--- src/rtl/mem_pkg.sv ---
// Shared definitions for the data-memory initiators:
// FSM states, command op encodings and default widths.
package mem_pkg;

   typedef enum logic [1:0] {
      IDLE = 2'd0,
      RD   = 2'd1,
      WR   = 2'd2,
      DONE = 2'd3
   } state_t;

   localparam logic OP_COPY = 1'b0;
   localparam logic OP_FILL = 1'b1;

   localparam int ADDR_W_DEF = 32;
   localparam int DATA_W_DEF = 32;
   localparam int LEN_W_DEF  = 6;

endpackage

--- src/rtl/mem_addr_gen.sv ---
// Source/destination word pointers and remaining-word count.
// Ports: load latches start addresses, step advances, last flags final word.
module mem_addr_gen #(
   parameter int ADDR_W = 32,
   parameter int LEN_W  = 6
) (
   input  logic              clk,
   input  logic              rst,
   input  logic              load,
   input  logic              step,
   input  logic              descending,
   input  logic [ADDR_W-1:0] src_addr,
   input  logic [ADDR_W-1:0] dst_addr,
   input  logic [LEN_W-1:0]  len,
   output logic [ADDR_W-1:0] src_cur,
   output logic [ADDR_W-1:0] dst_cur,
   output logic              last
);

   logic [ADDR_W-1:0] span;
   logic [LEN_W-1:0]  rem_q;
   logic              desc_q;

   // Offset of the final word; descending copies start there.
   assign span = {{(ADDR_W-LEN_W){1'b0}}, len} - ADDR_W'(1);

   always_ff @(posedge clk) begin
      if (rst) begin
         src_cur <= '0;
         dst_cur <= '0;
         rem_q   <= '0;
         desc_q  <= 1'b0;
      end else if (load) begin
         desc_q  <= descending;
         rem_q   <= len;
         src_cur <= descending ? src_addr + span : src_addr;
         dst_cur <= descending ? dst_addr + span : dst_addr;
      end else if (step) begin
         rem_q <= rem_q - LEN_W'(1);
         if (desc_q) begin
            src_cur <= src_cur - ADDR_W'(1);
            dst_cur <= dst_cur - ADDR_W'(1);
         end else begin
            src_cur <= src_cur + ADDR_W'(1);
            dst_cur <= dst_cur + ADDR_W'(1);
         end
      end
   end

   assign last = (rem_q == LEN_W'(1));

endmodule

--- src/rtl/mem_copy_engine.sv ---
// Block copy / fill master for the single-port data memory.
// Ports: start/op/src/dst/len/fill command in; busy/done/words_done status; mem port.
module mem_copy_engine
   import mem_pkg::*;
#(
   parameter int ADDR_W = ADDR_W_DEF,
   parameter int DATA_W = DATA_W_DEF,
   parameter int LEN_W  = LEN_W_DEF
) (
   input  logic              clk,
   input  logic              rst,
   input  logic              start,
   input  logic              op,
   input  logic [ADDR_W-1:0] src_addr,
   input  logic [ADDR_W-1:0] dst_addr,
   input  logic [LEN_W-1:0]  len,
   input  logic [DATA_W-1:0] fill_data,
   output logic              busy,
   output logic              done,
   output logic [LEN_W-1:0]  words_done,
   output logic              memwrite,
   output logic              memread,
   output logic [ADDR_W-1:0] address,
   output logic [DATA_W-1:0] write_data,
   input  logic [DATA_W-1:0] read_data
);

   state_t            state_q;
   state_t            state_d;
   logic              op_q;
   logic [DATA_W-1:0] fill_q;
   logic [LEN_W-1:0]  wd_q;
   logic              accept;
   logic [ADDR_W:0]   src_end;
   logic              overlap;
   logic              descending;
   logic [ADDR_W-1:0] src_cur;
   logic [ADDR_W-1:0] dst_cur;
   logic              last;

   assign accept = (state_q == IDLE) && start;

   // A destination starting inside the source block would clobber
   // unread words going upward, so such copies run top-down.
   assign src_end = {1'b0, src_addr}
                  + {{(ADDR_W+1-LEN_W){1'b0}}, len};
   assign overlap = ({1'b0, dst_addr} > {1'b0, src_addr})
                 && ({1'b0, dst_addr} < src_end);
   assign descending = (op == OP_COPY) && overlap;

   mem_addr_gen #(
      .ADDR_W (ADDR_W),
      .LEN_W  (LEN_W)
   ) u_addr (
      .clk        (clk),
      .rst        (rst),
      .load       (accept),
      .step       (state_q == WR),
      .descending (descending),
      .src_addr   (src_addr),
      .dst_addr   (dst_addr),
      .len        (len),
      .src_cur    (src_cur),
      .dst_cur    (dst_cur),
      .last       (last)
   );

   always_ff @(posedge clk) begin
      if (rst) begin
         state_q <= IDLE;
         op_q    <= OP_COPY;
         fill_q  <= '0;
         wd_q    <= '0;
      end else begin
         state_q <= state_d;
         if (accept) begin
            op_q   <= op;
            fill_q <= fill_data;
            wd_q   <= '0;
         end else if (state_q == WR) begin
            wd_q <= wd_q + LEN_W'(1);
         end
      end
   end

   always_comb begin
      state_d = state_q;
      unique case (state_q)
         IDLE: begin
            if (start) begin
               if (len == '0)
                  state_d = DONE;
               else if (op == OP_COPY)
                  state_d = RD;
               else
                  state_d = WR;
            end
         end
         RD: state_d = WR;
         WR: begin
            if (last)
               state_d = DONE;
            else if (op_q == OP_COPY)
               state_d = RD;
            else
               state_d = WR;
         end
         DONE: state_d = IDLE;
      endcase
   end

   always_comb begin
      memread    = 1'b0;
      memwrite   = 1'b0;
      address    = '0;
      write_data = '0;
      unique case (1'b1)
         (state_q == RD): begin
            memread = 1'b1;
            address = src_cur;
         end
         (state_q == WR): begin
            memwrite   = 1'b1;
            address    = dst_cur;
            write_data = (op_q == OP_FILL) ? fill_q : read_data;
         end
         default: ;
      endcase
   end

   assign busy       = (state_q != IDLE);
   assign done       = (state_q == DONE);
   assign words_done = wd_q;

endmodule

--- config.mk ---
export PLATFORM = sky130hd
export DESIGN_NAME = mem_copy_engine
export DESIGN_NICKNAME = d
export VERILOG_FILES = /design/src/rtl/mem_pkg.sv /design/src/rtl/mem_addr_gen.sv /design/src/rtl/mem_copy_engine.sv
export SDC_FILE = /design/constraint.sdc
export NUM_CORES = 1
export LEC_CHECK = 0
export BUFFER_PORTS_ARGS = -buffer_cell sky130_fd_sc_hd__buf_2
export CORE_ASPECT_RATIO = 0.5
export CORE_MARGIN = 2
export CORE_UTILIZATION = 51
export CTS_CLUSTER_SIZE = 30
export DETAILED_ROUTE_END_ITERATION = 16
export PLACE_DENSITY = 0.81
export REMOVE_ABC_BUFFERS = 1
export SYNTH_ARGS = -nofsm -noshare
export SYNTH_HDL_FRONTEND = slang
export SYNTH_SLANG_ARGS = --single-unit
--- constraint.sdc ---
create_clock -name clk -period 5.74 [get_ports clk]
set_input_delay 1.148 -clock clk [delete_from_list [all_inputs] [get_ports clk]]
set_output_delay 1.148 -clock clk [all_outputs]
set_load 0.02 [all_outputs]
==> flow_metrics.py <==
metrics = {
    "floorplanning": {
        "core-area_um2": 27800,
        "fp.dieW_um": 242,
        "dieHeight_um": 123,
        "dieArea_um2": 29700,
        "pin_count": 212,
        "rows": 43,
        "initial_core_util_pct": 51.9,
    },
    "worst_hold_path": {
        "hold_path_class": "flop to flop",
    },
    "sta": {
        "hold_ws_ns": 0.455,
        "fin_setup_tns_ns": 0,
        "drv_slew": 0,
        "setup_ws_ns": 0.406,
        "post-route-min-period_ns": 5.33,
        "finClkSkew_ns": 0.0154,
        "setup_viol": 0,
        "hold_viol": 0,
        "final.period_utilization_pct": 92.9,
        "timing.slew.headroom_pct": 27.4,
        "rsz0062_at_grt": "false",
        "worstMarginPinSlew_ns": 1.09,
        "fmax_mhz": 187,
    },
    "route": {
        "ant_nets": 0,
        "vias_per_cell": 6.15,
        "wl_mm": 45.4,
        "wire_per_inst_um": 18.6,
        "dr.pass1.iters": 6,
        "drc": 0,
        "drt_iter0_markers": 1520,
        "vias": 15000,
    },
    "global_route": {
        "grt_max_degree": 95,
        "grt_pass1_wl_mm": 70.7,
        "grt-ovfl-total": 0,
        "grtUsageTotal_pct": 29.6,
        "antenna_found_initial": 1,
        "grt_pass1_vias": 13200,
    },
    "clock_tree": {
        "clock-root-buffer": "clkbuf_16",
        "clock_sink_count": 112,
        "htree_levels": 3,
        "cts_setup_buffers": 0,
        "clock_latency_ns": 0.36,
        "postCtsHoldBufs": 0,
        "cts.repair.resized": 0,
        "cts_tree": "yes",
        "path_clk_slew_ns": 0.08,
        "cts_buffer_depth": 2,
        "numCtsBuffers": 9,
    },
    "place": {
        "gp_congestion": 1.00,
        "numPortBuffers": 211,
        "post-dp-hpwl_mm": 35.7,
        "dpl_worst_slack_ns": 0.0880,
        "place_area_um2": 15800,
    },
    "setup_path": {
        "arrival_ns": 5.65,
        "critPathTopFamily": "compound AO/OA/AOI/OAI gates",
        "cp_num_buf_inv": 2,
        "cp_max_fo": 41,
        "crit_chain": "buf_2 > ha_1 > a21o_1 > a21oi_1 > o21bai_1 > a21oi_1 > o21bai_2 > and3_2 > nand3_1 > nor3_1 > xnor2_1 > ha_1 > nand4_1 > nor3_1 > nor4b_1 > a21oi_1 > a211oi_2 > a2111oi_4 > buf_12 > and2_0 > a2111oi_0 > o21a_1",
        "crit_slowest_cell": "a2111oi_0",
        "setup.worst_path.start_class": "input port",
        "rrSetupSlack_ns": 1.99,
        "cpPeakStageDelay_ns": 0.40,
        "worst_setup_path_end_kind": "flop",
        "required_ns": 6.05,
        "path_class": "input port to flop",
        "cp_common_cell": "a21oi_1",
    },
    "run": {
        "maxCapViolCount": 0,
    },
    "synth": {
        "yosys.cell_types.count": 68,
        "synth_top_area_share_pct": 17.4,
        "yosys.area.top_type": "ha_1",
        "synth_ff_type": "dfxtp_1",
        "yosysSeqAreaShare_pct": 15.6,
        "syn_area_um2": 14400,
        "async_flop_share_pct": 0,
        "ys_warn_count": 0,
        "synth_edf_count": 0,
        "synthCells": 1890,
        "synth-seq-cells": 112,
        "synth_area_leaders": "ha_1 (17%), dfxtp_1 (16%), a21oi_1 (6.3%)",
        "synth_area_per_cell_um2": 7.63,
    },
    "pwr": {
        "powerDensity_nw_per_um2": 295,
        "ir_worst_vdd_mv": 0.270,
        "p_leak_nw": 7.42,
    },
    "finish": {
        "drive_gt1_share_pct": 13.8,
        "area_delta_synth_final_pct": 11.8,
        "final_common_cell": "buf_2",
        "final_cell_mix": "buf_2 (210), ha_1 (200), nand2_1 (186)",
        "fillerInstances": 2606,
        "final_area_um2": 16100,
        "finalNetCount": 2398,
    },
    "status": {
        "outcome": "finished, final reports clean",
    },
}
==> flip-flops by register name, summed over array words and instances, names as in the netlist <==
signal and flops:
fill_q 32, u_addr.dst_cur 32, u_addr.src_cur 32, u_addr.rem_q 6
words_done 6, state_q 2, op_q 1, u_addr.desc_q 1
==> cell usage after synthesis (39+ instances only) <==
master      n
nor2b_1    70
o21ai_0    96
nor2_1    125
a21oi_1   182
dfxtp_1   112
nand2_1   187
xor2_1     39
nor3_1     40
xnor2_1    99
ha_1      201
mux2i_1    80
clkbuf_1   65
a211oi_1  100
inv_1      77
a21o_1     58
==> final timing paths <==
check / startpoint / end / cells after the start
worst max-delay path: src_addr[1] / u_addr.dst_cur[26]$_SDFFE_PP0P_ / 22
worst min register to register: fill_q[22]$_SDFFE_PP0P_ / fill_q[22]$_SDFFE_PP0P_ / 2
worst max register to register: u_addr.desc_q$_SDFFE_PP0P_ / u_addr.src_cur[29]$_SDFFE_PP0P_ / 12
worst min-delay path: fill_q[22]$_SDFFE_PP0P_ / fill_q[22]$_SDFFE_PP0P_ / 2
==> area by class of cell <==
cell class | count | area (µm²) | share of cell area [%]
Multi-Input combinational cell | 1618 | 11500 | 71.6
Antenna cell | 1 | 2.50 | 0.0155
Tap cell | 382 | 478 | 2.96
Inverter | 77 | 289 | 1.79
Clock inverter | 6 | 63.8 | 0.396
Timing Repair Buffer | 236 | 1270 | 7.89
Sequential cell | 112 | 2240 | 13.9
Clock buffer | 9 | 225 | 1.40
==> worst reg2reg max path: cells and delay by family (launching register included) <==
family                   cells  cell delay, ns
AO/OA/AOI/OAI                6            1.84
flip-flops                   1            0.58
AND/OR/NAND/NOR              3            0.42
buffers and inverters        1            0.33
adder cells (fa/ha/maj)      1            0.29
XOR/XNOR                     1            0.20
==> power by group <==
part / switching, W / internal (W)
Combinational: 0.00175 / 0.00109
Clock: 0.000327 / 0.000305
Sequential: 0.000270 / 0.00101
==> metrics by stage <==
step | std cells | utilization [%] | power (W)
detailed placement | 2425 | 57.0 | 0.00405
finish | 2441 | 58.1 | 0.00475
CTS | 2440 | 58.0 | 0.00470
global route | 2441 | 58.1 | 0.00508
floorplan | 1807 | - | 0.00322
global placement | 2425 | 57.0 | 0.00400
==> routing by layer <==
layer / up-vias / global-route usage, % / wire (µm)
met5: - / 0 / 0
met4: 0 / 6.21 / 739
met2: 659 / 43.3 / 18300
li1: 7341 / - / -
met1: 6959 / 44.1 / 21500
met3: 57 / 6.34 / 4900
==> kinds of logic (layout without fill, tap and decap cells) <==
group	Yosys count	count (layout)	share of synthesized area, %
DFF	112	112	15.6
xor gates and xnor gates	138	138	8.38
buffers and inverters	160	328	4.50
muxes	87	87	6.10
other	0	1	0
adders and majority gates	206	206	18.1
and+or+nand+nor	553	553	18.3
AOI/OAI and AO/OA	634	634	29.0
No activity file was read; power rests on OpenSTA's default activity.
